File: config.mk
export PLATFORM = sky130hd
export DESIGN_NAME = display_bcd_driver
export DESIGN_NICKNAME = d
export VERILOG_FILES = /design/src/rtl/display_bcd_driver.sv
export SDC_FILE = /design/constraint.sdc
export NUM_CORES = 1
export LEC_CHECK = 0
export BUFFER_PORTS_ARGS = -buffer_cell sky130_fd_sc_hd__buf_4
export CAP_MARGIN = 20
export CORE_ASPECT_RATIO = 1.75
export CORE_UTILIZATION = 62
export CTS_CLUSTER_SIZE = 10
export DETAILED_ROUTE_END_ITERATION = 6
export GPL_TIMING_DRIVEN = 0
export PLACE_DENSITY = 0.84
export SLEW_MARGIN = 30
export SYNTH_ARGS = -nofsm -noshare
export SYNTH_HDL_FRONTEND = slang
export SYNTH_SLANG_ARGS = --single-unit
File: constraint.sdc
create_clock -name clk -period 5.5 [get_ports clk]
set_input_delay 1.1 -clock clk [delete_from_list [all_inputs] [get_ports clk]]
set_output_delay 1.1 -clock clk [all_outputs]
set_load 0.01 [all_outputs]
File: src/rtl/display_bcd_driver.sv
// rtl/display_bcd_driver.sv - binary to 7-segment BCD display driver (optional signed build: DISPLAY_BCD_SIGNED_EN)
module display_bcd_driver #(
    parameter int WIDTH         = 32,
    parameter int DIGITS        = 8,
    parameter int BLANK_LEADING = 1
) (
    input  logic                  clk,
    input  logic                  reset,
    input  logic                  load,
    input  logic [WIDTH-1:0]      value,
    output logic                  busy,
    output logic                  done,
    output logic                  overflow,
    output logic [7*DIGITS-1:0]   seg
);

    localparam int NI = (WIDTH * 3) / 10 + 1;
    localparam int ND = (NI > DIGITS) ? NI : DIGITS;
    localparam int CW = $clog2(WIDTH + 1);
    localparam logic [6:0] SEG_BLANK = 7'b1111111;
    localparam logic [6:0] SEG_MINUS = 7'b0111111;

    typedef enum logic [1:0] {
        IDLE  = 2'd0,
        SHIFT = 2'd1,
        LATCH = 2'd2
    } state_t;

    state_t             state;
    state_t             state_next;
    logic [CW-1:0]      cnt;
    logic [WIDTH-1:0]   sreg;
    logic [WIDTH-1:0]   mag;
    logic               neg_q;
    logic [NI*4-1:0]    bcd;
    logic [NI*4-1:0]    bcd_adj;
    logic [NI*4-1:0]    bcd_step;
    logic [ND*4-1:0]    bcd_ext;
    logic [7*DIGITS-1:0] seg_next;
    logic               ovf_next;
    int                 hi_idx;
    int                 limit;

    function automatic logic [6:0] seg_encode(input logic [3:0] d);
        case (d)
            4'd0:    seg_encode = 7'b1000000;
            4'd1:    seg_encode = 7'b1111001;
            4'd2:    seg_encode = 7'b0100100;
            4'd3:    seg_encode = 7'b0110000;
            4'd4:    seg_encode = 7'b0011001;
            4'd5:    seg_encode = 7'b0010010;
            4'd6:    seg_encode = 7'b0000010;
            4'd7:    seg_encode = 7'b1111000;
            4'd8:    seg_encode = 7'b0000000;
            4'd9:    seg_encode = 7'b0010000;
            default: seg_encode = SEG_BLANK;
        endcase
    endfunction

`ifdef DISPLAY_BCD_SIGNED_EN
    // Convert the magnitude; the sign is remembered separately for the minus digit.
    assign mag = value[WIDTH-1] ? ((~value) + WIDTH'(1)) : value;

    // Sign flag captured alongside the value on an accepted load.
    always_ff @(posedge clk or negedge reset) begin
        if (!reset) begin
            neg_q <= 1'b0;
        end else if (state == IDLE && load) begin
            neg_q <= value[WIDTH-1];
        end
    end
`else
    assign mag   = value;
    assign neg_q = 1'b0;
`endif

    // State register.
    always_ff @(posedge clk or negedge reset) begin
        if (!reset) begin
            state <= IDLE;
        end else begin
            state <= state_next;
        end
    end

    // Next-state logic: one cycle per input bit, then a single latch cycle.
    always_comb begin
        state_next = state;
        case (state)
            IDLE:    if (load) state_next = SHIFT;
            SHIFT:   if (cnt == CW'(WIDTH - 1)) state_next = LATCH;
            LATCH:   state_next = IDLE;
            default: state_next = IDLE;
        endcase
    end

    // One double-dabble step: add 3 to every digit >= 5, then shift in the next bit.
    always_comb begin
        bcd_adj = bcd;
        for (int i = 0; i < NI; i++) begin
            if (bcd[i*4 +: 4] >= 4'd5) begin
                bcd_adj[i*4 +: 4] = bcd[i*4 +: 4] + 4'd3;
            end
        end
        bcd_step = (bcd_adj << 1) | {{(NI*4-1){1'b0}}, sreg[WIDTH-1]};
    end

    // Conversion datapath: capture on load, shift MSB first while in SHIFT.
    always_ff @(posedge clk or negedge reset) begin
        if (!reset) begin
            cnt  <= '0;
            sreg <= '0;
            bcd  <= '0;
        end else begin
            case (state)
                IDLE: begin
                    if (load) begin
                        sreg <= mag;
                        bcd  <= '0;
                        cnt  <= '0;
                    end
                end
                SHIFT: begin
                    bcd  <= bcd_step;
                    sreg <= sreg << 1;
                    cnt  <= cnt + 1'b1;
                end
                default: ;
            endcase
        end
    end

    // Display formatting: overflow detection, leading-zero blanking and minus placement.
    always_comb begin
        bcd_ext = '0;
        bcd_ext[NI*4-1:0] = bcd;
        hi_idx = 0;
        for (int i = 0; i < ND; i++) begin
            if (bcd_ext[i*4 +: 4] != 4'd0) hi_idx = i;
        end
        // A negative result reserves one digit for the sign.
        limit    = neg_q ? (DIGITS - 1) : DIGITS;
        ovf_next = (hi_idx >= limit);
        seg_next = '1;
        for (int k = 0; k < DIGITS; k++) begin
            if (ovf_next) begin
                seg_next[k*7 +: 7] = seg_encode(bcd_ext[k*4 +: 4]);
            end else if (neg_q && BLANK_LEADING == 0 && k == DIGITS - 1) begin
                seg_next[k*7 +: 7] = SEG_MINUS;
            end else if (neg_q && BLANK_LEADING != 0 && k == hi_idx + 1) begin
                seg_next[k*7 +: 7] = SEG_MINUS;
            end else if (BLANK_LEADING != 0 && k > hi_idx) begin
                seg_next[k*7 +: 7] = SEG_BLANK;
            end else begin
                seg_next[k*7 +: 7] = seg_encode(bcd_ext[k*4 +: 4]);
            end
        end
    end

    // Registered outputs: busy spans SHIFT..LATCH, seg/overflow only change with the done pulse.
    always_ff @(posedge clk or negedge reset) begin
        if (!reset) begin
            busy     <= 1'b0;
            done     <= 1'b0;
            overflow <= 1'b0;
            seg      <= '1;
        end else begin
            done <= 1'b0;
            if (state == IDLE && load) begin
                busy <= 1'b1;
            end
            if (state == LATCH) begin
                busy     <= 1'b0;
                done     <= 1'b1;
                seg      <= seg_next;
                overflow <= ovf_next;
            end
        end
    end

endmodule

After elaboration in Yosys (flattened, before gate mapping). Memories as Yosys holds them, arrays and structs flattened. Index checks and enable logic that the tools add are counted. Widths: inputs -> output; s select.

Register bits after elaboration: 139. ROM bits: 1792. Output and inout port bits: 59. Memories kept: 16.

Add/subtract/negate cells: 11. Order comparisons: 19. Equality and inequality tests: 5. Mux-type cells: 47. Bitwise logic cells: 1. Reductions and logical operators: 15.

Memory list: (no name shown) (depth 16, bits a word 7, rd ports 1, clocked after Yosys merged registers in 0, write ports 0, RTL line 45) `case (d)`; (no name shown) (depth 16, bits a word 7, rd ports 1, clocked after Yosys merged registers in 0, write ports 0, RTL line 45); (no name shown) (depth 16, bits a word 7, rd ports 1, clocked after Yosys merged registers in 0, write ports 0, RTL line 45); (no name shown) (depth 16, bits a word 7, rd ports 1, clocked after Yosys merged registers in 0, write ports 0, RTL line 45); (no name shown) (depth 16, bits a word 7, rd ports 1, clocked after Yosys merged registers in 0, write ports 0, RTL line 45); (no name shown) (depth 16, bits a word 7, rd ports 1, clocked after Yosys merged registers in 0, write ports 0, RTL line 45); 10 more memories.

Operators by type and width (number): $gt 4x32->1 const A (4); $mux 7 (16); $pmux 40 s2 (1); $gt 3x32->1 const A (2); $pmux 32 s2 (1); $mux 4 (11); $ge 4x3->1 const B (10); $mux 40 (1); $or 40x1->40 (1); $add 4x2->4 const B (9); $reduce_bool 4->1 (9); $ge 32x5->1 const B (1); $gt 1x32->1 const A (1); $gt 2x32->1 const A (1); $mux 32 (1); $mux 3 (5); $pmux 6 s2 (1); $mux 2 (4); $add 6x1->6 const B (1); $eq 6x5->1 const B (1); $mux 6 (1); $mux 1 (4); $ne 2x2->1 const B (2); $pmux 2 s2 (1); 7 further kinds (9).

Logic depth before layout (Yosys ltp). Gate-level depths: netlist (run 1).

Word-level depth: 13. Gate-level depth with buffers: 8.

Worst setup path after synthesis (run 1). No wires, ideal clock.

Kind: input port to flip-flop. Start point: input load. End point: register bcd[19]. Arrival time: 1815 ps. Required time: 5364 ps. Setup slack: 3549 ps. Cell stages on the path: 6. Buffers on the path: 2. Path through: nor2_1 -> or2_2 -> clkbuf_1 -> buf_2 -> nand2_1 -> o21ai_0.

Word-level cells in the longest chain between the ends: 2.

Ends and longest elaborated chain: from (decl) (RTL line 9) `input logic load,`; $ne 2x2->1 (no source line); $reduce_and 2->1 (no source line); to (signal assigned) (RTL line 124) `bcd <= bcd_step;`; to (decl) (RTL line 35) `logic [NI*4-1:0] bcd;`.

Every way passes these cells. A chain may end at the register's enable or synchronous reset.

Worst setup path in the final report (run 1).
Start point: register bcd[25]. End point: register seg[13].

Word-level cells in the longest chain between the ends: 8. Elaborated cells between the ends (all ways): 9.

Ends and longest elaborated chain: $reduce_bool 4->1 (*) (RTL line 139) `if (bcd_ext[i*4 +: 4] != 4'd0) hi_idx = i;`; $mux 3 (*) (2 in series) (RTL line 139); $mux 4 (*) (2 in series) (RTL line 139); $gt 2x32->1 (RTL line 152) `end else if (BLANK_LEADING != 0 && k > hi_idx) begin`; $mux 7 (RTL line 152); $mux 7 (*) (RTL line 146) `if (ovf_next) begin`; to (signal assigned) (RTL line 175) `seg <= seg_next;`; to (decl) (RTL line 14) `output logic [7*DIGITS-1:0] seg`.

Mark *: on every way between the ends. The rest lies on a longest branch, timed or not.

==> results of run 1 <==
layout by cell type (no fill, tap or decap), types with 4 or more instances in the layout:
cell type	instances
nand3_1	10
o22a_1	9
a21oi_1	118
nor3b_1	6
o21ai_0	88
xnor2_1	14
clkbuf_1	39
a31oi_1	6
dfstp_2	56
buf_2	14
a22oi_1	33
clkinv_2	4
clkbuf_16	18
buf_4	92
ha_1	47
mux2i_1	7
o31ai_1	7
nor3_1	4
inv_1	37
o22ai_1	28
dfrtp_1	83
nor2b_1	39
nor2_1	78
nand2b_1	13
nand2_1	66
power breakdown:
group,internal [mW],total (mW),switching [mW],leakage (nW)
sequential,1.41,1.73,0.318,1.63
combinational,0.999,2.39,1.39,2.24
clock,0.671,1.11,0.442,0.282
cells by family after synthesis:
group | synth area share
XOR/XNOR | 0.0178
buffers and inverters | 0.0468
AND/OR/NAND/NOR | 0.150
adder cells (fa/ha/maj) | 0.0749
multiplexers | 0.0104
flip-flops | 0.452
AO/OA/AOI/OAI | 0.249
worst register-to-register path: cells and delay by family (launching register included):
family | cells | cell delay (ns)
adders and majority gates | 1 | 0.28
and+or+nand+nor | 5 | 1.40
buffers and inverters | 1 | 0.15
DFF | 1 | 0.44
routing by layer:
| layer | share of wire | up-vias |
|---|---|---|
| met4 | 0.036 | 0 |
| met1 | 0.37 | 3314 |
| li1 | - | 3264 |
| met3 | 0.035 | 54 |
| met5 | 0 | - |
| met2 | 0.56 | 190 |
path summary, 6_finish.rpt:
kind / endpoint / slack, ns
hold / removal: seg[41] / 0.47
hold reg to reg: seg[41] / 0.47
setup reg to reg: seg[13] / 3.17
max in group asynchronous: seg[3] / 4.13
setup / recovery: seg[13] / 3.17
min in group asynchronous: bcd[29] / 0.62
state kept, by name, indices dropped and copies added, names as in the netlist:
signal    cells
cnt           6
sreg         32
overflow      1
busy          1
state         2
seg          56
bcd          40
done          1
stage by stage:
step / cell area, sq um / worst slack [ns] / total power, mW / cells
2_1_floorplan: 7860 / 3.55 / 3.43 / 863
3_3_place_gp: 8760 / 2.77 / 3.96 / 1124
3_5_place_dp: 8800 / 3.15 / 4.06 / 1125
4_1_cts: 9370 / 3.21 / 5.21 / 1157
5_1_grt: 9370 / 3.06 / 5.60 / 1157
6_report: 9370 / 3.17 / 5.23 / 1157
area by class of cell:
class	instances	area share
clock buffer	22	0.0518
timing repair buffer	94	0.0782
buffer	55	0.0240
clock inverter	10	0.00921
sequential	139	0.379
tap	168	0.0224
inverter	38	0.0152
multi-input combinational	631	0.420
==> impl_metrics.ini, run 1 <==
[status]
status = completed

[grt]
grt_max_degree = 78
use_met2 = 0.569
use_met1 = 0.312
grt_pass1_wl_mm = 30.7
busiest_layer = met2
use_met3 = 0.0518
grt_pass1_vias = 6773
grt_usage = 0.302
grt_overflow = 0
antenna_found_initial = 0

[detailed_routing]
first_iter_violations = 399
firstDrtPassIters = 7
routedWlPerCell_microns = 16.5
wirelength_mm = 19.0
vias_per_cell = 5.90
ant_nets = 0
num_vias = 6822
drc = 0

[placement]
gp_congestion = 0.877
hpwl_mm = 13.4
io_buffers = 93

[cts]
postCtsSetupRepairBufs = 0
cts_buffers = 17
holdBufCountCts = 0
cts_buffer_depth = 2
clock-sinks = 139
cts_resized = 0
htreeDepth = 4
cts_tree = done
clkLatencyLatePin_ns = 0.42
clk_pin_slew_worst_paths_ns = 0.06
cts-root-buf = clkbuf_16

[setup_path]
path_max_fanout = 7
worst_ep_required_time_ns = 5.86
r2r-start = bcd[25]
reg2reg_depth = 7
cp.depth = 7
start_kind = flop
path_cells = inv_1 -> ha_1 -> nor3b_2 -> nand4_2 -> nor3_4 -> nand3_2 -> nand3_1
cp_top_family = simple AND/OR/NAND/NOR gates
slowest_stage = dfrtp_1
worstSetupPathType = reg -> reg
worst_setup_path_end_kind = flop
critPathLaunch = bcd[25]
max_stage_delay_ns = 0.44
arrival_ns = 2.69
crit_buf_inv = 1

[floorplanning]
io_pins = 94
coreArea_sq_um = 12400
die_w_microns = 87.1
die_area_sq_um = 13100
die_h_microns = 151
rows = 54
initial_core_util = 0.632

[synth]
yosys_warnings = 0
postSynthCellCount = 863
yosysMostFrequentCell = a21oi_1
ys_top_cells_by_area = dfrtp_1, dfstp_2, a21oi_1
synth_top_area_share = 0.264
syn_area_sq_um = 7860
synth_edf_count = 0
synth.top_cells.by_count = a21oi_1, o21ai_0, dfrtp_1
synth-async-reset-ratio = 1.00
yosys.area.top_type = dfrtp_1
ys_ff_latch = 139
yosysSeqAreaShare = 0.452
synth_cell_types = 61
synth.avg_cell_area_sq_um = 9.10
synth_nets = 945
synth_flop_cell = dfrtp_1

[sta]
max_freq_ghz = 0.429
tns_ns = 0
finalCritPeriodShare = 0.424
finalSetupViolCount = 0
maxSlewHeadroom = 0.560
whs_ns = 0.466
finClkSkew_ns = 0.00717
worst_slew_pin_slew_ns = 0.660
rsz0062_at_grt = no
report.final.slew_viol_count = 0
fin_crit_ns = 2.33
finalHoldViolations = 0

[layout]
utilization = 0.754
drive_gt1_frac = 0.220
fin_nets = 1058
insertedDiodeCount = 0
areaGrowthSynthToFinish_pct = 19.3
regArea_sq_um = 3550
nFillCells = 938
multiInputGateArea_sq_um = 3940

[hold_path]
hp-class = reg -> reg
min_from = seg[41]
holdPathStages = 2

[power]
p_leak_nw = 4.15
vdd_drop_max_uv = 291
power_density_nw_per_um2 = 558

[flow_run]
maxCapViolCount = 0
Power figures use the tool's default switching activity.
==> run 2: changes to the inputs <==
--- a/config.mk
+++ b/config.mk
@@ -8,11 +8,11 @@
 export BUFFER_PORTS_ARGS = -buffer_cell sky130_fd_sc_hd__buf_4
 export CAP_MARGIN = 20
 export CORE_ASPECT_RATIO = 1.75
-export CORE_UTILIZATION = 62
+export CORE_UTILIZATION = 59
 export CTS_CLUSTER_SIZE = 10
 export DETAILED_ROUTE_END_ITERATION = 6
 export GPL_TIMING_DRIVEN = 0
-export PLACE_DENSITY = 0.84
+export PLACE_DENSITY = 0.81
 export SLEW_MARGIN = 30
 export SYNTH_ARGS = -nofsm -noshare
 export SYNTH_HDL_FRONTEND = slang
==> constraint.sdc (replaced) <==
create_clock -name clk -period 2.32 [get_ports clk]
set_input_delay 0.464 -clock clk [delete_from_list [all_inputs] [get_ports clk]]
set_output_delay 0.464 -clock clk [all_outputs]
set_load 0.01 [all_outputs]
==> impl_metrics.ini, run 2 (synthesis results as in run 1) <==
[status]
status = completed

[sta]
finalCritPeriodShare = 0.950
max_freq_ghz = 0.454
maxSlewHeadroom = 0.580
whs_ns = 0.323
worst_slew_pin_slew_ns = 0.629
fin_crit_ns = 2.20
finClkSkew_ns = 0.00757
finalHoldViolations = 0
tns_ns = 0
finalSetupViolCount = 0
report.final.slew_viol_count = 0
rsz0062_at_grt = no

[floorplanning]
coreArea_sq_um = 12900
rows = 55
die_area_sq_um = 13800
initial_core_util = 0.607
die_h_microns = 155
die_w_microns = 89.2
io_pins = 94

[power]
p_leak_nw = 4.19
p_sw_mw = 5.14
vdd_drop_max_uv = 712
combinationalPowerShare = 0.448
clkPwrFrac = 0.227
internal_power_mw = 7.52
sequentialPowerShare = 0.325
power_density_nw_per_um2 = 1340
swShare = 0.406

[layout]
top_register = seg
mostFrequentLayoutCell = a21oi_1
largest_reg_flops = 56
biggestRegsByFlops = seg (56), bcd (40), sreg (32)
fin_nets = 1059
drive_gt1_frac = 0.222
mostFrequentLayoutCells = a21oi_1, buf_4, o21ai_0
areaGrowthSynthToFinish_pct = 20.5
insertedDiodeCount = 0

[setup_path]
start_kind = flop
worst_setup_path_end_kind = flop
r2r-start = bcd[5]
reg2reg_to = seg[13]
worst_ep_required_time_ns = 2.68
worstSetupPathType = reg -> reg
reg2reg_depth = 7
arrival_ns = 2.57
path_max_fanout = 7
r2r_slack_ns = 0.12

[hold_path]
hp-class = in -> reg
holdPathStages = 3
min_from = value[20]
whs_endpoint = sreg[20]

[detailed_routing]
num_vias = 6711
routedWlPerCell_microns = 16.4
drc = 0
vias_per_cell = 5.78
first_iter_violations = 383
firstDrtPassIters = 5
ant_nets = 0
wirelength_mm = 19.1

[cts]
cts_tree = done
htreeDepth = 4
clk_pin_slew_worst_paths_ns = 0.06
cts_buffer_depth = 2
clock-sinks = 139
clkLatencyLatePin_ns = 0.42
cts_buffers = 17
cts-root-buf = clkbuf_16

[grt]
grt_pass1_wl_mm = 31.1
grt_usage = 0.292
grt_max_degree = 89
antenna_found_initial = 0
grt_pass1_vias = 6787
grt_overflow = 0

[flow_run]
maxCapViolCount = 0

[placement]
hpwl_mm = 13.4
gp_congestion = 0.905
io_buffers = 93
-- run 2: worst max-delay path by stage --
stage          startpoint  endpoint  slack [ns]  depth (start not counted)
6_report           bcd[5]   seg[13]        0.12                          7
3_3_place_gp      bcd[25]   seg[13]         0.1                          7
5_1_grt           bcd[20]    seg[8]      0.0007                          7
3_5_place_dp      bcd[28]   seg[13]        0.09                          7
4_1_cts           bcd[25]   seg[13]        0.06                          7
2_1_floorplan      bcd[8]   seg[22]        0.45                          7
-- run 2: worst max-delay path, cell delays in order, from the launching register on --
cell      delay [ns]
dfrtp_1         0.47
inv_1           0.19
ha_1            0.27
nor3b_1         0.39
o211ai_2        0.13
a41oi_2         0.30
nand3_2         0.24
nand3_1         0.15
-- run 2: routing by layer --
| layer | wire length (microns) | global-route usage | up-vias |
|---|---|---|---|
| li1 | - | - | 3274 |
| met4 | 630 | 0.138 | 0 |
| met3 | 558 | 0.0539 | 50 |
| met5 | 0 | 0 | - |
| met2 | 10500 | 0.532 | 153 |
| met1 | 7360 | 0.314 | 3234 |
-- run 2: timing repair --
action                     CTS  global route
setup buffers                0             0
hold buffers                 1             0
hold endpoints to repair    34             0
setup endpoints to repair    0            26
gates resized for setup      0             3
-- run 2: stage by stage --
| stage | instances | utilization | area [sq um] | total power, mW | setup WS [ns] |
|---|---|---|---|---|---|
| after CTS | 1161 | 0.730 | 9440 | 12.6 | 0.0572 |
| after floorplan | 863 | - | 7860 | 8.12 | 0.453 |
| final | 1161 | 0.732 | 9460 | 12.7 | 0.115 |
| after global routing | 1161 | 0.732 | 9460 | 13.6 | 0.000715 |
| after global placement | 1127 | 0.678 | 8770 | 9.43 | 0.0981 |
| after detailed placement | 1128 | 0.680 | 8800 | 9.64 | 0.0883 |
-- run 2: final cells by class --
cell class | instances | area (sq um)
multi-input combinational | 631 | 3960
sequential | 139 | 3550
fill | 1015 | 3470
timing repair buffer | 95 | 743
clock buffer | 20 | 500
buffer | 55 | 225
tap | 171 | 214
inverter | 38 | 143
clock inverter | 12 | 130
-- run 2: power by group through the flow --
stage	combinational, mW	clock [mW]	sequential [mW]
after floorplan	4.11	0	4.01
final	5.67	2.87	4.11
after global placement	5.36	0	4.08
after CTS	5.64	2.89	4.08
after global routing	6.36	2.99	4.23
after detailed placement	5.53	0	4.11
==> run 3: changes to the inputs <==
--- a/config.mk
+++ b/config.mk
@@ -13,6 +13,7 @@
 export DETAILED_ROUTE_END_ITERATION = 6
 export GPL_TIMING_DRIVEN = 0
 export PLACE_DENSITY = 0.81
+export SETUP_SLACK_MARGIN = 0.3
 export SLEW_MARGIN = 30
 export SYNTH_ARGS = -nofsm -noshare
 export SYNTH_HDL_FRONTEND = slang
==> impl_metrics.ini, run 3 (synthesis results as in run 1) <==
[sta]
worst_slew_pin_slew_ns = 0.653
rsz0062_at_grt = yes
max_freq_ghz = 0.490
maxSlewHeadroom = 0.565
finalHoldViolations = 0
fin_crit_ns = 2.04
report.final.slew_viol_count = 0
finClkSkew_ns = 0.00736
finalSetupViolCount = 0
tns_ns = 0
finalCritPeriodShare = 0.880

[floorplanning]
die_w_microns = 89.2
initial_core_util = 0.607
rows = 55
io_pins = 94
coreArea_sq_um = 12900
die_area_sq_um = 13800
die_h_microns = 155

[placement]
hpwl_mm = 13.4
gp_congestion = 0.905
io_buffers = 93
place_area_sq_um = 8800

[power]
sequentialPowerShare = 0.312
power_density_nw_per_um2 = 1370
clkPwrFrac = 0.215
combinationalPowerShare = 0.473
internal_power_mw = 7.87
p_leak_nw = 4.31
p_sw_mw = 5.52
swShare = 0.412
vdd_drop_max_uv = 806

[layout]
biggestRegsByFlops = seg (56), bcd (40), sreg (32)
drive_gt1_frac = 0.273
mostFrequentLayoutCell = a21oi_1
areaGrowthSynthToFinish_pct = 24.6
design_area_sq_um = 9790
top_register = seg
fin_nets = 1080
insertedDiodeCount = 0
multiInputGateArea_sq_um = 4120
mostFrequentLayoutCells = a21oi_1, buf_4, o21ai_0
largest_reg_flops = 56
regArea_sq_um = 3560
nFillCells = 939

[detailed_routing]
routedWlPerCell_microns = 17.5
ant_nets = 0
firstDrtPassIters = 5
wirelength_mm = 20.7
drc = 0
first_iter_violations = 426
vias_per_cell = 5.95
num_vias = 7029

[setup_path]
crit_buf_inv = 3
slowest_stage = dfrtp_1
path_max_fanout = 7
crit_top_cell = buf_4
worst_ep_required_time_ns = 2.68
max_stage_delay_ns = 0.40
start_kind = flop
cp_top_family = simple AND/OR/NAND/NOR gates
worstSetupPathType = reg -> reg
arrival_ns = 2.41
worst_setup_path_end_kind = flop
path_cells = inv_2 -> ha_2 -> nor3b_4 -> buf_4 -> nand4_4 -> nor3_4 -> buf_4 -> nand3_4 -> nand3_1

[grt]
grt_pass1_vias = 6875
grt_overflow = 0
grt_max_degree = 89
grt_pass1_wl_mm = 31.8
grt_usage = 0.298
antenna_found_initial = 0

[status]
status = completed

[cts]
cts_buffers = 17
cts_tree = done
clock-sinks = 139
cts-root-buf = clkbuf_16
cts_buffer_depth = 2
clk_pin_slew_worst_paths_ns = 0.06
clkLatencyLatePin_ns = 0.43
htreeDepth = 4

[flow_run]
maxCapViolCount = 0

[hold_path]
hp-class = in -> reg
-- run 3: cell types whose count changed in the layout (fill, tap and decap cells not counted), sizes merged --
cell | previous run | this run
buf | 111 | 132
-- run 3: per-stage QoR --
stage                     instances  worst slack, ns  hold slack (ns)  utilization  power [mW]
final                          1182            0.279            0.319        0.757        13.4
after global routing           1182            0.193            0.322        0.757        14.3
after CTS                      1163            0.272            0.319        0.739        12.8
after detailed placement       1128           0.0883            0.410        0.680        9.64
after global placement         1127           0.0981            0.451        0.678        9.43
after floorplan                 863            0.453            0.168            -        8.12
-- run 3: cell type report --
type | instances | area share
clock buffers | 20 | 0.0511
repair buffers | 116 | 0.0920
multi-input cells | 631 | 0.421
inverters | 38 | 0.0148
well taps | 171 | 0.0219
clock inverters | 12 | 0.0133
flip-flops and latches | 139 | 0.363
plain buffers | 55 | 0.0230
-- run 3: repair_timing --
action,4_1_cts,5_1_grt
hold buffers,1,0
setup endpoints to repair,33,47
setup buffers,2,19
pin swaps,4,6
endpoints found under the hold margin,34,0
gates resized for setup,20,30
-- run 3: tightest hold or removal path, cell delays in order --
cell and delay [ns]:
buf_4 0.08, a21oi_1 0.04, o21ai_0 0.12
-- run 3: routing by layer --
metal | global-route usage | vias up | routed length, microns
met5 | 0 | - | 0
met4 | 0.153 | 0 | 900
met3 | 0.0598 | 77 | 851
met2 | 0.538 | 239 | 11200
met1 | 0.317 | 3398 | 7710
li1 | - | 3315 | -
-- run 3: power by group through the flow --
stage                     clock network, mW  logic, mW  registers (mW)
final                                  2.88       6.33            4.18
after global routing                   2.99       6.99            4.28
after CTS                              2.89       5.81            4.11
after detailed placement                  0       5.53            4.11
after global placement                    0       5.36            4.08
after floorplan                           0       4.11            4.01
-- run 3: worst paths after layout --
| check | startpoint | endpoint | slack [ns] | cells past startpoint |
|---|---|---|---|---|
| worst min-delay path | value[31] | sreg[31] | 0.32 | 3 |
| min in group asynchronous | reset | done | 0.56 | 2 |
| worst max-delay path | bcd[32] | seg[13] | 0.28 | 9 |
| worst min register to register | seg[39] | seg[39] | 0.46 | 2 |
| max in group asynchronous | reset | seg[1] | 0.97 | 3 |
| worst max register to register | bcd[32] | seg[13] | 0.28 | 9 |
